## config.mk

```make
export PLATFORM = sky130hd
export DESIGN_NAME = pll_supervisor
export DESIGN_NICKNAME = d
export VERILOG_FILES = /design/src/rtl/pll_supervisor_pkg.sv /design/src/rtl/pll_supervisor_sync_2ff.sv /design/src/rtl/pll_supervisor.sv
export SDC_FILE = /design/constraint.sdc
export NUM_CORES = 1
export LEC_CHECK = 0
export ABC_CLOCK_PERIOD_IN_PS = 2400
export CAP_MARGIN = 20
export CORE_MARGIN = 2
export CORE_UTILIZATION = 35
export CTS_CLUSTER_SIZE = 12
export DETAILED_ROUTE_END_ITERATION = 10
export SYNTH_ARGS = -nofsm -noshare
export SYNTH_HDL_FRONTEND = slang
export SYNTH_SLANG_ARGS = --single-unit
```

## constraint.sdc

```tcl
create_clock -name refclk -period 2.4 [get_ports refclk]
set_clock_uncertainty 0.1 [all_clocks]
set_input_delay 0.24 -clock refclk [delete_from_list [all_inputs] [get_ports refclk]]
set_output_delay 0.24 -clock refclk [all_outputs]
set_load 0.01 [all_outputs]
```

## src/rtl/pll_supervisor_pkg.sv

```systemverilog
// -----------------------------------------------------------------------------
// pll_supervisor_pkg
//
// Purpose : Shared definitions for the PLL supervisor: FSM state encoding,
//           default parameter values and the shared down-counter width helper.
//
// Contents:
//   state_t        - FSM state encoding (PLL_RST..RUN, values 0..4)
//   DEF_*          - default parameter values used by pll_supervisor
//   cnt_width()    - width of the single down-counter shared by all states
// -----------------------------------------------------------------------------
package pll_supervisor_pkg;

    typedef enum logic [2:0] {
        PLL_RST   = 3'd0,
        WAIT_LOCK = 3'd1,
        STABLE    = 3'd2,
        RELEASE   = 3'd3,
        RUN       = 3'd4
    } state_t;

    localparam int DEF_NUM_CH       = 3;
    localparam int DEF_RST_HOLD     = 8;
    localparam int DEF_LOCK_TIMEOUT = 4096;
    localparam int DEF_LOCK_STABLE  = 256;
    localparam int DEF_RELEASE_GAP  = 16;

    // clog2 of the largest interval the shared counter has to time. Every
    // reload value is (interval - 1), so this width always fits the reloads.
    function automatic int cnt_width(input int rst_hold,
                                     input int lock_timeout,
                                     input int lock_stable,
                                     input int num_ch,
                                     input int release_gap);
        int m;
        int w;
        m = rst_hold;
        if (lock_timeout > m) m = lock_timeout;
        if (lock_stable > m) m = lock_stable;
        if (((num_ch - 1) * release_gap + 1) > m) m = (num_ch - 1) * release_gap + 1;
        w = $clog2(m);
        if (w < 1) w = 1;
        return w;
    endfunction

endpackage

```

## src/rtl/pll_supervisor_sync_2ff.sv

```systemverilog
// -----------------------------------------------------------------------------
// sync_2ff
//
// Purpose : Plain two-flop synchroniser for slow, level-type asynchronous
//           signals. Generic so other blocks can reuse it.
//
// Parameters:
//   WIDTH  - number of independent bits synchronised
//
// Ports:
//   i_clk  in  1      destination clock
//   i_rst  in  1      asynchronous active-high reset (both stages clear to 0)
//   i_d    in  WIDTH  asynchronous input
//   o_q    out WIDTH  synchronised output (2 destination edges of latency)
// -----------------------------------------------------------------------------
module sync_2ff #(
    parameter int WIDTH = 1
) (
    input  logic             i_clk,
    input  logic             i_rst,
    input  logic [WIDTH-1:0] i_d,
    output logic [WIDTH-1:0] o_q
);

    logic [WIDTH-1:0] r_meta;
    logic [WIDTH-1:0] r_sync;

    always_ff @(posedge i_clk or posedge i_rst) begin
        if (i_rst) begin
            r_meta <= '0;
            r_sync <= '0;
        end else begin
            r_meta <= i_d;
            r_sync <= r_meta;
        end
    end

    assign o_q = r_sync;

endmodule

```

## src/rtl/pll_supervisor.sv

```systemverilog
// -----------------------------------------------------------------------------
// pll_supervisor
//
// Purpose : Runs on the free-running reference clock next to the vendor PLL
//           wrapper. Holds the PLL in reset, qualifies the asynchronous lock
//           signal (2-flop synchroniser + stability window), releases the
//           downstream domain resets one after another, detects loss of lock,
//           retries on lock timeout, honours a software relock request and
//           counts PLL resets.
//
// Build option:
//   PLL_SUPERVISOR_TIMEOUT_EN - when defined, WAIT_LOCK gives up after
//                               LOCK_TIMEOUT cycles and re-resets the PLL.
//                               When undefined, WAIT_LOCK waits forever and
//                               LOCK_TIMEOUT does not affect the hardware.
//
// Parameters:
//   NUM_CH        downstream reset channels (1..5)
//   RST_HOLD      cycles pll_reset is held per PLL reset (>=2)
//   LOCK_TIMEOUT  WAIT_LOCK cycles before retry
//   LOCK_STABLE   consecutive synchronised-lock samples before release (>=1)
//   RELEASE_GAP   cycles between successive channel releases (>=1)
//
// Ports:
//   refclk        in  1       reference clock, the only clock
//   reset         in  1       asynchronous active-high reset
//   extlock       in  1       PLL lock, asynchronous to refclk
//   force_relock  in  1       single-cycle request to re-reset the PLL
//   pll_reset     out 1       active-high PLL reset
//   ch_rst        out NUM_CH  active-high domain resets, bit i released i-th
//   locked        out 1       high only in RUN
//   lock_lost     out 1       one-cycle pulse when lock drops in RUN
//   relock_count  out 8       saturating count of PLL resets since power-on
//   state         out 3       current FSM state (pll_supervisor_pkg::state_t)
//
// Handshake: there is none; force_relock is a plain level sampled every
// cycle and ignored while the PLL is already being held in reset.
// All outputs come straight from flops.
// -----------------------------------------------------------------------------
module pll_supervisor
    import pll_supervisor_pkg::*;
#(
    parameter int NUM_CH       = DEF_NUM_CH,
    parameter int RST_HOLD     = DEF_RST_HOLD,
    parameter int LOCK_TIMEOUT = DEF_LOCK_TIMEOUT,
    parameter int LOCK_STABLE  = DEF_LOCK_STABLE,
    parameter int RELEASE_GAP  = DEF_RELEASE_GAP
) (
    input  logic              refclk,
    input  logic              reset,
    input  logic              extlock,
    input  logic              force_relock,
    output logic              pll_reset,
    output logic [NUM_CH-1:0] ch_rst,
    output logic              locked,
    output logic              lock_lost,
    output logic [7:0]        relock_count,
    output logic [2:0]        state
);

    // ------------------------------------------------------------------
    // Elaboration-time parameter sanity checks
    // ------------------------------------------------------------------
    if (NUM_CH < 1 || NUM_CH > 5) begin : g_bad_num_ch
        $error("pll_supervisor: NUM_CH must be in 1..5");
    end
    if (RST_HOLD < 2) begin : g_bad_rst_hold
        $error("pll_supervisor: RST_HOLD must be >= 2");
    end
    if (LOCK_TIMEOUT < 1) begin : g_bad_lock_timeout
        $error("pll_supervisor: LOCK_TIMEOUT must be >= 1");
    end
    if (LOCK_STABLE < 1) begin : g_bad_lock_stable
        $error("pll_supervisor: LOCK_STABLE must be >= 1");
    end
    if (RELEASE_GAP < 1) begin : g_bad_release_gap
        $error("pll_supervisor: RELEASE_GAP must be >= 1");
    end

    // ------------------------------------------------------------------
    // Shared down-counter sizing and reload values
    // ------------------------------------------------------------------
`ifdef PLL_SUPERVISOR_TIMEOUT_EN
    localparam int EFF_TIMEOUT = LOCK_TIMEOUT;
`else
    localparam int EFF_TIMEOUT = 1;
`endif

    localparam int CNT_W = cnt_width(RST_HOLD, EFF_TIMEOUT, LOCK_STABLE,
                                     NUM_CH, RELEASE_GAP);

    // A state that must last N cycles is loaded with N-1 on entry and is
    // left on the edge where the counter is already 0.
    localparam logic [CNT_W-1:0] LD_HOLD    = CNT_W'(RST_HOLD - 1);
    localparam logic [CNT_W-1:0] LD_STABLE  = CNT_W'(LOCK_STABLE - 1);
    // RELEASE spans (NUM_CH-1)*RELEASE_GAP+1 cycles: channel i is released
    // on the edge where the counter reads (NUM_CH-1-i)*RELEASE_GAP, so the
    // last channel drops on the same edge that enters RUN.
    localparam logic [CNT_W-1:0] LD_RELEASE = CNT_W'((NUM_CH - 1) * RELEASE_GAP);
`ifdef PLL_SUPERVISOR_TIMEOUT_EN
    localparam logic [CNT_W-1:0] LD_TIMEOUT = CNT_W'(LOCK_TIMEOUT - 1);
`endif

    // ------------------------------------------------------------------
    // Signals
    // ------------------------------------------------------------------
    state_t              r_state;
    state_t              w_next;
    logic [CNT_W-1:0]    r_cnt;
    logic [CNT_W-1:0]    w_cnt_next;
    logic                w_cnt_zero;
    logic                r_boot;
    logic                w_lock_s;
    logic [NUM_CH-1:0]   r_ch_rst;
    logic [NUM_CH-1:0]   w_ch_rst_next;
    logic                r_pll_reset;
    logic                r_locked;
    logic                r_lock_lost;
    logic                w_lock_lost_next;
    logic                w_relock_inc;
    logic [7:0]          r_relock_count;

    // ------------------------------------------------------------------
    // Lock synchroniser: the only path from extlock into the logic
    // ------------------------------------------------------------------
    sync_2ff #(
        .WIDTH (1)
    ) u_lock_sync (
        .i_clk (refclk),
        .i_rst (reset),
        .i_d   (extlock),
        .o_q   (w_lock_s)
    );

    assign w_cnt_zero = (r_cnt == '0);

    // ------------------------------------------------------------------
    // FSM next-state
    // ------------------------------------------------------------------
    always_comb begin
        w_next           = r_state;
        w_lock_lost_next = 1'b0;

        case (r_state)
            PLL_RST: begin
                if (w_cnt_zero) w_next = WAIT_LOCK;
            end
            WAIT_LOCK: begin
                if (w_lock_s) begin
                    w_next = STABLE;
                end
`ifdef PLL_SUPERVISOR_TIMEOUT_EN
                else if (w_cnt_zero) begin
                    w_next = PLL_RST;
                end
`endif
            end
            STABLE: begin
                if (!w_lock_s)       w_next = WAIT_LOCK;
                else if (w_cnt_zero) w_next = RELEASE;
            end
            RELEASE: begin
                if (!w_lock_s)       w_next = PLL_RST;
                else if (w_cnt_zero) w_next = RUN;
            end
            RUN: begin
                if (!w_lock_s) begin
                    w_next           = PLL_RST;
                    w_lock_lost_next = 1'b1;
                end
            end
            default: begin
                w_next = PLL_RST;
            end
        endcase

        // A relock request overrides everything except an ongoing PLL reset,
        // which it neither restarts nor extends. lock_lost keeps its pulse.
        if (force_relock && (r_state != PLL_RST)) begin
            w_next = PLL_RST;
        end
    end

    // ------------------------------------------------------------------
    // Shared counter: reload on every state change, otherwise count down
    // and stick at 0. The very first cycle after reset is an extra PLL_RST
    // hold cycle, so the counter is frozen for that one edge.
    // ------------------------------------------------------------------
    always_comb begin
        w_cnt_next = r_cnt;
        if (w_next != r_state) begin
            case (w_next)
                PLL_RST:   w_cnt_next = LD_HOLD;
`ifdef PLL_SUPERVISOR_TIMEOUT_EN
                WAIT_LOCK: w_cnt_next = LD_TIMEOUT;
`else
                WAIT_LOCK: w_cnt_next = '0;
`endif
                STABLE:    w_cnt_next = LD_STABLE;
                RELEASE:   w_cnt_next = LD_RELEASE;
                default:   w_cnt_next = '0;
            endcase
        end else if (!r_boot && !w_cnt_zero) begin
            w_cnt_next = r_cnt - 1'b1;
        end
    end

    // ------------------------------------------------------------------
    // Channel resets: all set on PLL_RST entry, cleared one by one in
    // RELEASE, never reasserted individually.
    // ------------------------------------------------------------------
    always_comb begin
        w_ch_rst_next = r_ch_rst;
        if (w_next == PLL_RST) begin
            w_ch_rst_next = '1;
        end else if (r_state == RELEASE) begin
            for (int i = 0; i < NUM_CH; i++) begin
                if (r_cnt == CNT_W'((NUM_CH - 1 - i) * RELEASE_GAP)) begin
                    w_ch_rst_next[i] = 1'b0;
                end
            end
        end
    end

    // Every entry into PLL_RST from another state counts once, whatever
    // combination of causes triggered it.
    assign w_relock_inc = (w_next == PLL_RST) && (r_state != PLL_RST)
                          && (r_relock_count != 8'hFF);

    // ------------------------------------------------------------------
    // State and registered outputs
    // ------------------------------------------------------------------
    always_ff @(posedge refclk or posedge reset) begin
        if (reset) begin
            r_state        <= PLL_RST;
            r_cnt          <= LD_HOLD;
            r_boot         <= 1'b1;
            r_ch_rst       <= '1;
            r_pll_reset    <= 1'b1;
            r_locked       <= 1'b0;
            r_lock_lost    <= 1'b0;
            r_relock_count <= 8'd0;
        end else begin
            r_state        <= w_next;
            r_cnt          <= w_cnt_next;
            r_boot         <= 1'b0;
            r_ch_rst       <= w_ch_rst_next;
            r_pll_reset    <= (w_next == PLL_RST);
            r_locked       <= (w_next == RUN);
            r_lock_lost    <= w_lock_lost_next;
            if (w_relock_inc) begin
                r_relock_count <= r_relock_count + 8'd1;
            end
        end
    end

    assign pll_reset    = r_pll_reset;
    assign ch_rst       = r_ch_rst;
    assign locked       = r_locked;
    assign lock_lost    = r_lock_lost;
    assign relock_count = r_relock_count;
    assign state        = r_state;

endmodule

```

# Yosys cells after proc, flatten, opt, wreduce, memory -nomap -nowiden
# Cells that the tools add are included.
[word_totals] ff_bits=28 latchBits=0 mem_bits_rw=0 mem_bits_ro=0 input_bits=4 out_inout_bits=17 mem_count=0
[classes] n_addsub=2 mul=0 div=0 n_lt_le_gt_ge=0 eq_ne=11 n_shift=0 mux=19 bitwise_logic=0 n_reduce_logical=18
[ops] op="$mux 3" count=10
[ops] op="$pmux 8 s3" count=1
[ops] op="$mux 8" count=2
[ops] op="$pmux 3 s5" count=1
[ops] op="$eq 3x2->1 const B" count=4
[ops] op="$reduce_bool 2->1" count=5
[ops] op="$add 8x1->8 const B" count=1
[ops] op="$eq 8x5->1 const B" count=1
[ops] op="$eq 8x6->1 const B" count=1
[ops] op="$logic_not 8->1" count=1
[ops] op="$ne 8x8->1 const B" count=1
[ops] op="$sub 8x1->8 const B" count=1
[ops] op="$eq 3x3->1 const B" count=2
[ops] op="$logic_not 3->1" count=2
[ops] op="$reduce_and 2->1" count=3
[ops] op="$mux 1" count=5
[ops] op="$logic_and 1x1->1" count=4
[ops] op="$eq 3x1->1 const B" count=1
[ops] op="$ne 3x3->1" count=1
[ops] op="$reduce_bool 3->1" count=1
[ops] op="$logic_not 1->1" count=2

# Longest topological paths before layout
# Gate-level depths: netlist of the first run.
[depth] ltp_word=8 ltp_mapped=9

# By module
# A second synthesis of the first run with hierarchy kept.
[unflattened] cells_unflattened=159 hier_area_um2=1560.2
[by_module_without_submodules] mod="pll_supervisor" n_inst=1 cells_per_inst=156 area_per_inst_um2=1506.4
[by_module_without_submodules] mod="sync_2ff" n_inst=1 cells_per_inst=3 area_per_inst_um2=53.8

# Worst setup path before layout of the first run
# Ideal clock, no wire load.
[synth_timing] path_kind="register -> register" start="reg r_cnt[0]" end="reg r_cnt[7]" arrival_ps=1927 path_slack_ps=238 path_stages_with_launch=9 n_path_buf=0 cell_sequence="dfstp_2 > inv_1 > ha_1 > nor3b_2 > a21o_1 > or3_1 > nor4_1 > xnor2_1 > o22ai_1"
[synth_between] elab_chain_len=8
[synth_lines] item="start: declaration" line="pll_supervisor.sv:109" rtl="logic [CNT_W-1:0] r_cnt;"
[synth_lines] item="start signal: assignment" line="pll_supervisor.sv:245" rtl="r_cnt <= w_cnt_next;"
[synth_lines] item="$logic_not 8->1" line="pll_supervisor.sv:135" rtl="assign w_cnt_zero = (r_cnt == '0);"
[synth_lines] item="$mux 3 (on tied branches)" line="pll_supervisor.sv:164, pll_supervisor.sv:160"
[synth_lines] item="$mux 3 (on tied branches)" line="pll_supervisor.sv:163, pll_supervisor.sv:159"
[synth_lines] item="$pmux 3 s5" line="pll_supervisor.sv:144" rtl="case (r_state)"
[synth_lines] item="$mux 3" line="pll_supervisor.sv:179" rtl="if (force_relock && (r_state != PLL_RST)) begin"
[synth_lines] item="$eq 3x2->1 or $logic_not 3->1 (tied branches)" line="pll_supervisor.sv:192" rtl="case (w_next)"
[synth_lines] item="$pmux 8 s3" line="pll_supervisor.sv:192"
[synth_lines] item="$mux 8" line="pll_supervisor.sv:191" rtl="if (w_next != r_state) begin"
# Parallel ways exist; a longest one is shown, timed or not. The select of a mux whose other input is x is not followed.
# A chain may end at the register's enable or synchronous reset.

# Final worst setup path of the first run
[layout_timing] start="reg r_cnt[0]" end="reg r_relock_count[1] (netlist: relock_count[1])"
[layout_between] elab_chain_len=8
[layout_lines] item="$logic_not 8->1 *" line="pll_supervisor.sv:135"
[layout_lines] item="$mux 3 (on tied branches)" line="pll_supervisor.sv:164, pll_supervisor.sv:160"
[layout_lines] item="$mux 3 (on tied branches)" line="pll_supervisor.sv:163, pll_supervisor.sv:159"
[layout_lines] item="$pmux 3 s5 *" line="pll_supervisor.sv:144"
[layout_lines] item="$mux 3 *" line="pll_supervisor.sv:179"
[layout_lines] item="$logic_not 3->1 *" line="pll_supervisor.sv:227" rtl="assign w_relock_inc = (w_next == PLL_RST) && (r_state != PLL_RST)"
[layout_lines] item="$logic_and 1x1->1 *" line="pll_supervisor.sv:227"
[layout_lines] item="$logic_and 1x1->1 *" line="pll_supervisor.sv:228" rtl="&& (r_relock_count != 8'hFF);"
[layout_lines] item="end signal: assignment" line="pll_supervisor.sv:252" rtl="r_relock_count <= r_relock_count + 8'd1;"
[layout_lines] item="end: declaration" line="pll_supervisor.sv:121" rtl="logic [7:0] r_relock_count;"
# Mark *: on every way between the ends. The rest lies on a longest branch, timed or not.

==> run summary, run 1 <==
STATUS
---------------------------------------------------------------------------------
Outcome ............................................................ finished clean

CRITICAL PATH
---------------------------------------------------------------------------------
Number of cells on the worst reg-to-reg path .......................            7
R2r startpoint .....................................................     r_cnt[0]
CP max stage delay .................................................       430 ps
Internal reg-to-reg setup slack ....................................       130 ps
Category of the worst setup path launch point ......................         flop
Kind of critical path ..............................................   reg -> reg
Critical Path Sink Type ............................................         flop
Arrival time worst endpoint ........................................      2320 ps
Critical path depth in cells .......................................            7
Worst r2r dst ...................................................... relock_count[1]
Required time of the critical path .................................      2450 ps
Top Family by Delay on Critical Path ............................... simple AND/OR/NAND/NOR gates
CP endpoint ........................................................ relock_count[1]
Start point of the critical path ...................................     r_cnt[0]
Slowest CP cell .................................................... sky130_fd_sc_hd__or3b_4
Worst-path fanout max ..............................................            8
Critical Path, Cell by Cell ........................................ inv_1 > ha_1 > or3b_4 > nor3_2 > o21ai_1 > nor3_4 > mux2_1
Worst path bufs/invs ...............................................            1

GRT
---------------------------------------------------------------------------------
Initial antenna violation count ....................................            0
Global route overflow ..............................................            0
Global routing usage summed across all routing layers ..............        14.4%
Wire length of the first global-routing pass .......................      5010 um
Maximum number of pins on one net before global-route repair .......           21
Vias in the first global route .....................................         1037

LAYOUT
---------------------------------------------------------------------------------
Multi-input logic area .............................................    718 sq um
Sequential standard cell area ......................................    711 sq um
Final instance area ................................................ 0.00180 sq mm
Nets ...............................................................          171
Area growth from synthesis to layout ...............................        22.8%
Number of filler cells placed in the layout ........................          381
Fraction of final layout cells with drive strength greater than 1 ..        15.9%
# diodes ...........................................................            0
Final Instance Count excl. Fillers .................................          214

DRT
---------------------------------------------------------------------------------
Sum of routed wire length over all layers ..........................      2890 um
Post-route ant nets ................................................            0
Number of design rule violations left after detail routing .........            0
First-pass iteration count of the detailed router ..................            4
Routed via count divided by cell count .............................         5.05
Number of vias after detailed routing ..............................         1080
Number of DRC markers in iteration 0 ...............................           65
Routed WL per cell .................................................      13.5 um

CLOCK TREE
---------------------------------------------------------------------------------
Clock H-tree levels ................................................            1
Number of sinks on the clock net ...................................           28
Bufs on Longest Clock Path .........................................            2
Count of hold buffers inserted by post-cts repair ..................            0
Number of post-CTS setup repair buffers ............................            0
Insertion delay to the later sink of the worst-skew pair ...........       270 ps
Clk Tree Root Cell ................................................. sky130_fd_sc_hd__clkbuf_8
Number of buffers added by the clock tree synthesis step ...........            3
CTS tree ...........................................................         done
Reg clk slew, reported paths .......................................       100 ps

YOSYS
---------------------------------------------------------------------------------
Number of flops mapped to enable cells by yosys ....................            0
Synth Instances ....................................................          142
Post-synth design cell area ........................................ 0.00147 sq mm
Count of distinct cell types in the synthesized netlist ............           45
Most area-consuming cells after synthesis .......................... sky130_fd_sc_hd__dfrtp_1 (34%), sky130_fd_sc_hd__dfstp_2 (14%), sky130_fd_sc_hd__xnor2_1 (7.2%)
Average size of a mapped cell ......................................   10.3 sq um
Portion of synthesized cell area occupied by the leading cell type .        34.1%
Warning count from the yosys run ...................................            0
Sequential area share after synthesis ..............................        48.5%
Share of async-settable or async-resettable flops after synthesis ..         100%
Post-synthesis register bit count ..................................           28
Net count after synthesis ..........................................          148
Most frequently used flop master after synthesis ................... sky130_fd_sc_hd__dfrtp_1
Leading area contributor after synthesis ........................... sky130_fd_sc_hd__dfrtp_1

POWER AND IR DROP
---------------------------------------------------------------------------------
Maximum vdd drop ...................................................   0.000320 V
PwrDens ............................................................  757 mW/mm^2
Total Power ........................................................      1.36 mW
Standby leakage power ..............................................     0.724 nW

FLOORPLAN
---------------------------------------------------------------------------------
Number of placement rows ...........................................           23
Standard cell core area ............................................ 0.00403 sq mm
Chip height ........................................................      68.7 um
Initial core utilization ...........................................        36.4%
# IOs ..............................................................           21
X dimension of the die .............................................      68.7 um
Die area ........................................................... 0.00472 sq mm

PLACED DESIGN
---------------------------------------------------------------------------------
DP Wirelength ......................................................      2150 um
Placement Cell Area ................................................ 0.00173 sq mm
Instance count after placement with tap cells included .............          210
Routability-driven placement congestion ratio ......................        0.803
Buffers added on ports .............................................           20

TIMING
---------------------------------------------------------------------------------
Final sum of negative setup slack ..................................         0 ps
Actual slew at the worst max-slew pin ..............................       725 ps
Fin crit period ....................................................      2270 ps
Final-report hold violation count ..................................            0
Relative slew slack ................................................        51.6%
Max-slew violations ................................................            0
Max Clk Rate .......................................................      441 MHz
Number of failing setup endpoints in the final timing report .......            0
Fin crit share .....................................................        94.4%

JOB
---------------------------------------------------------------------------------
Maximum Capacitance Violations .....................................            0

WORST HOLD PATH
---------------------------------------------------------------------------------
Worst hold path type ...............................................   reg -> reg

==> Yosys cell counts (2+ instances only) <==
master and instances:
sky130_fd_sc_hd__dfrtp_1 20, sky130_fd_sc_hd__ha_1 2, sky130_fd_sc_hd__a211oi_1 2, sky130_fd_sc_hd__or2_1 2, sky130_fd_sc_hd__buf_2 4, sky130_fd_sc_hd__nor4_1 3
sky130_fd_sc_hd__o21ai_0 4, sky130_fd_sc_hd__a21o_1 3, sky130_fd_sc_hd__nand2_1 10, sky130_fd_sc_hd__nand4_1 3, sky130_fd_sc_hd__nor3_1 2, sky130_fd_sc_hd__nand2b_1 2
sky130_fd_sc_hd__clkbuf_1 2, sky130_fd_sc_hd__mux2i_1 2, sky130_fd_sc_hd__nand3_1 5, sky130_fd_sc_hd__o21ai_1 5, sky130_fd_sc_hd__or3_1 2, sky130_fd_sc_hd__dfstp_2 8
sky130_fd_sc_hd__inv_1 6, sky130_fd_sc_hd__o22ai_1 3, sky130_fd_sc_hd__a21oi_1 4, sky130_fd_sc_hd__xnor2_1 12, sky130_fd_sc_hd__nor2_1 12, sky130_fd_sc_hd__xor2_1 3
==> layout by cell type, fill, tap and decap left out, drive strengths merged, types with 2 or more instances in the layout <==
master	Yosys	layout
a21o	3	3
nor2	13	13
o21ai	9	9
o22ai	3	3
clkdlybuf4s50	0	20
nor4	3	3
nand2	10	10
dfrtp	20	20
a21oi	4	4
or2	2	2
nand4	3	3
nand2b	2	2
buf	5	5
clkbuf	2	4
ha	2	2
a211oi	3	3
inv	7	7
mux2i	2	2
dfstp	8	8
nor3	3	3
xor2	3	3
nand3	5	5
or3	2	2
xnor2	12	12
==> what timing repair did <==
item                                    4_1_cts  5_1_grt
gates resized for setup                       0        5
endpoints found under the setup margin        0        7
hold endpoints to repair                      0        0
==> cells by family after synthesis <==
family	Yosys count	share of synthesized area [%]
AO/OA/AOI/OAI	26	12.8
XOR/XNOR	15	8.96
adder cells (fa/ha/maj)	2	1.71
buffers and inverters	14	4.44
flip-flops	28	48.5
multiplexers	3	2.13
other	1	0.256
AND/OR/NAND/NOR	53	21.2
==> state kept, by name, summed over array words and instances (netlist names) <==
name                count
lock_lost               1
locked                  1
pll_reset               1
u_lock_sync.r_meta      1
state                   3
r_boot                  1
relock_count            8
u_lock_sync.o_q         1
r_cnt                   8
ch_rst                  3
==> through the flow <==
step	hold slack, ps	util (%)	setup slack, ps
global route	285	44.7	-4.89
global placement	237	42.9	144
detailed placement	241	42.9	90.2
floorplan	171	-	238
finish	266	44.7	133
CTS	270	44.0	81.8
==> metal layers <==
metal / share of wire, % / track usage [%] / vias up
li1: - / - / 541
met1: 47 / 20.1 / 505
met2: 45 / 21.3 / 30
met3: 6.4 / 4.38 / 4
met4: 1.2 / 4.41 / 0
met5: 0 / 0 / -
==> report_power, final <==
group          internal [mW]  leakage [nW]  switching, mW
registers              0.580         0.347         0.0995
clock network          0.119        0.0228          0.139
logic                  0.213         0.354          0.212
==> how the worst min path moves through the flow <==
stage | startpoint | to | cells past startpoint
6_report | u_lock_sync.r_meta | u_lock_sync.o_q | 0
5_1_grt | u_lock_sync.r_meta | u_lock_sync.o_q | 0
4_1_cts | u_lock_sync.r_meta | u_lock_sync.o_q | 0
3_5_place_dp | u_lock_sync.r_meta | u_lock_sync.o_q | 0
3_3_place_gp | u_lock_sync.r_meta | u_lock_sync.o_q | 0
2_1_floorplan | extlock | u_lock_sync.r_meta | 0
==> final cells by class <==
class	instances	area share, %
inverter	7	1.46
tap	50	3.47
multi-input combinational	100	39.9
clock buffer	4	2.50
timing repair buffer	25	13.2
sequential	28	39.5
Note: power is estimated with default switching activity, not from simulation.
==> run 2, diff against run 1 <==
--- a/config.mk
+++ b/config.mk
@@ -9,3 +9,2 @@
 export CAP_MARGIN = 20
-export CORE_MARGIN = 2
 export CORE_UTILIZATION = 35
==> constraint.sdc (replaced) <==
create_clock -name refclk -period 2.4 [get_ports refclk]
set_clock_uncertainty 0.1 [all_clocks]
set_input_delay 0.48 -clock refclk [delete_from_list [all_inputs] [get_ports refclk]]
set_output_delay 0.48 -clock refclk [all_outputs]
set_load 0.01 [all_outputs]
==> run 2 against run 1 <==
Compared with the run above: combinational power is 3% higher; first-iteration DRC count decreased by 28%; hold slack got worse by 8.6 ps; fmax is essentially flat; largest power group unchanged; highest routed layer unchanged; sequential cell count did not move; register-to-register slack is essentially flat; clock-buffer cell count is 1 lower; non-clock buffer count grew 6; global-route usage is 1.2 points higher; via count increased by 3.1%; total power increased by 9.2%; sequential share of layout area decreased by 1.4 points.
==> run summary, run 2 (synthesis gave the netlist of run 1 again) <==
STATUS
--------------------------------------------------------------------------------
Outcome ........................................................... finished clean

TIMING
--------------------------------------------------------------------------------
Final sum of negative setup slack .................................         0 ps
Fin crit period ...................................................      2270 ps
Fin crit share ....................................................        94.5%
Final-report hold violation count .................................            0
Max-slew violations ...............................................            0
Max Clk Rate ......................................................      441 MHz
Number of failing setup endpoints in the final timing report ......            0

CLOCK TREE
--------------------------------------------------------------------------------
Number of sinks on the clock net ..................................           28
Clk Tree Root Cell ................................................ sky130_fd_sc_hd__clkbuf_8
Number of buffers added by the clock tree synthesis step ..........            3
CTS tree ..........................................................         done
Count of hold buffers inserted by post-cts repair .................            0
Bufs on Longest Clock Path ........................................            2
Insertion delay to the later sink of the worst-skew pair ..........       270 ps
Clock H-tree levels ...............................................            1
Reg clk slew, reported paths ......................................       100 ps

GRT
--------------------------------------------------------------------------------
GRT Max-Usage Layer ...............................................         met1
Wire length of the first global-routing pass ......................      5220 um
Vias in the first global route ....................................         1093
Global routing usage summed across all routing layers .............        15.6%
Maximum number of pins on one net before global-route repair ......           29
Initial antenna violation count ...................................            0
GR met2 Demand/Resource ...........................................        22.9%
Met1 track demand over resource ...................................        23.3%
Global route overflow .............................................            0
Global-route met3 utilization .....................................        2.40%

CRITICAL PATH
--------------------------------------------------------------------------------
Worst-path fanout max .............................................            8
Arrival time worst endpoint .......................................      2330 ps
Critical Path Sink Type ...........................................         flop
Kind of critical path .............................................   reg -> reg
Category of the worst setup path launch point .....................         flop
Required time of the critical path ................................      2470 ps

POWER AND IR DROP
--------------------------------------------------------------------------------
Total Power .......................................................      1.49 mW
Int Power .........................................................      1.03 mW
Net Sw Frac .......................................................        30.9%
Combinational power share .........................................        29.3%
Standby leakage power .............................................     0.779 nW
Maximum vdd drop ..................................................   0.000357 V
Switching pwr .....................................................     0.460 mW
Clock Power Share .................................................        24.8%
Seq pwr share .....................................................        45.8%
PwrDens ...........................................................  798 mW/mm^2

FLOORPLAN
--------------------------------------------------------------------------------
# IOs .............................................................           21
Die area .......................................................... 0.00445 sq mm
Standard cell core area ........................................... 0.00400 sq mm
Initial core utilization ..........................................        36.7%
Number of placement rows ..........................................           23
Chip height .......................................................      66.7 um
X dimension of the die ............................................      66.7 um

LAYOUT
--------------------------------------------------------------------------------
Number of filler cells placed in the layout .......................          367
Sequential standard cell area .....................................    711 sq um
Most frequent cells in the layout ................................. sky130_fd_sc_hd__clkdlybuf4s50_1 (20), sky130_fd_sc_hd__dfrtp_1 (20), sky130_fd_sc_hd__nor2_1 (12), sky130_fd_sc_hd__xnor2_1 (12), sky130_fd_sc_hd__buf_4 (11)
Area growth from synthesis to layout ..............................        27.1%
# diodes ..........................................................            0
Multi-input logic area ............................................    711 sq um
Fraction of final layout cells with drive strength greater than 1 .        20.0%
Nets ..............................................................          177

DRT
--------------------------------------------------------------------------------
Number of vias after detailed routing .............................         1114
Sum of routed wire length over all layers .........................      3040 um
Routed via count divided by cell count ............................         5.06
Routed WL per cell ................................................      13.8 um
First-pass iteration count of the detailed router .................            4
Number of DRC markers in iteration 0 ..............................           47
Number of design rule violations left after detail routing ........            0
Post-route ant nets ...............................................            0

WORST HOLD PATH
--------------------------------------------------------------------------------
Worst hold path type ..............................................   reg -> reg

PLACED DESIGN
--------------------------------------------------------------------------------
DP Wirelength .....................................................      2170 um
Buffers added on ports ............................................           20
Routability-driven placement congestion ratio .....................        0.809

JOB
--------------------------------------------------------------------------------
Maximum Capacitance Violations ....................................            0

[run 2: power by group through the flow]
stage / clock network (mW) / registers (mW) / logic [mW]
final: 0.370 / 0.682 / 0.436
after global routing: 0.398 / 0.701 / 0.488
after CTS: 0.381 / 0.682 / 0.423
after detailed placement: 0 / 0.690 / 0.418
after global placement: 0 / 0.680 / 0.404
after floorplan: 0 / 0.659 / 0.314
[run 2: per-stage QoR]
| stage | std cells | hold WS, ps | setup slack, ps | util, % | instance area (sq um) |
|---|---|---|---|---|---|
| 2_1_floorplan | 142 | 231 | 238 | - | 1470 |
| 3_3_place_gp | 216 | 234 | 12.3 | 44.3 | 1770 |
| 3_5_place_dp | 216 | 237 | -53.1 | 44.3 | 1770 |
| 4_1_cts | 220 | 260 | 30.7 | 46.1 | 1840 |
| 5_1_grt | 220 | 282 | -9.81 | 46.6 | 1860 |
| 6_report | 220 | 257 | 132 | 46.6 | 1860 |
[run 2: worst paths after layout]
path / slack (ps) / endpoint / start / depth (start not counted)
max in group asynchronous: 1440 / r_cnt[1] / reset / 3
worst min-delay path: 260 / u_lock_sync.o_q / u_lock_sync.r_meta / 0
worst min register to register: 260 / u_lock_sync.o_q / u_lock_sync.r_meta / 0
worst max register to register: 130 / relock_count[1] / r_cnt[0] / 7
min in group asynchronous: 460 / relock_count[1] / reset / 3
worst max-delay path: 130 / relock_count[1] / r_cnt[0] / 7
[run 2: what timing repair did]
item,in CTS,in global routing
setup endpoints to repair,0,8
buffers inserted,0,0
gates resized for setup,0,5
[run 2: critical path, stage by stage, from the launching register on]
cell	delay [ps]
sky130_fd_sc_hd__dfstp_2	390
sky130_fd_sc_hd__inv_1	50
sky130_fd_sc_hd__ha_1	170
sky130_fd_sc_hd__or3b_4	440
sky130_fd_sc_hd__nor3_4	200
sky130_fd_sc_hd__o21ai_1	130
sky130_fd_sc_hd__nor3_4	350
sky130_fd_sc_hd__mux2_4	340
[run 2: routing by layer]
layer / up-vias / routed length (um)
met5: - / 0
met2: 15 / 1370
met4: 0 / 38
li1: 550 / -
met1: 544 / 1550
met3: 5 / 82
[run 2: final cells by class]
| type | instances | area share (%) |
|---|---|---|
| tap | 50 | 3.36 |
| clock inverter | 1 | 1.61 |
| multi-input combinational | 100 | 38.1 |
| inverter | 7 | 1.41 |
| clock buffer | 3 | 2.21 |
| sequential | 28 | 38.1 |
| timing repair buffer | 31 | 15.2 |
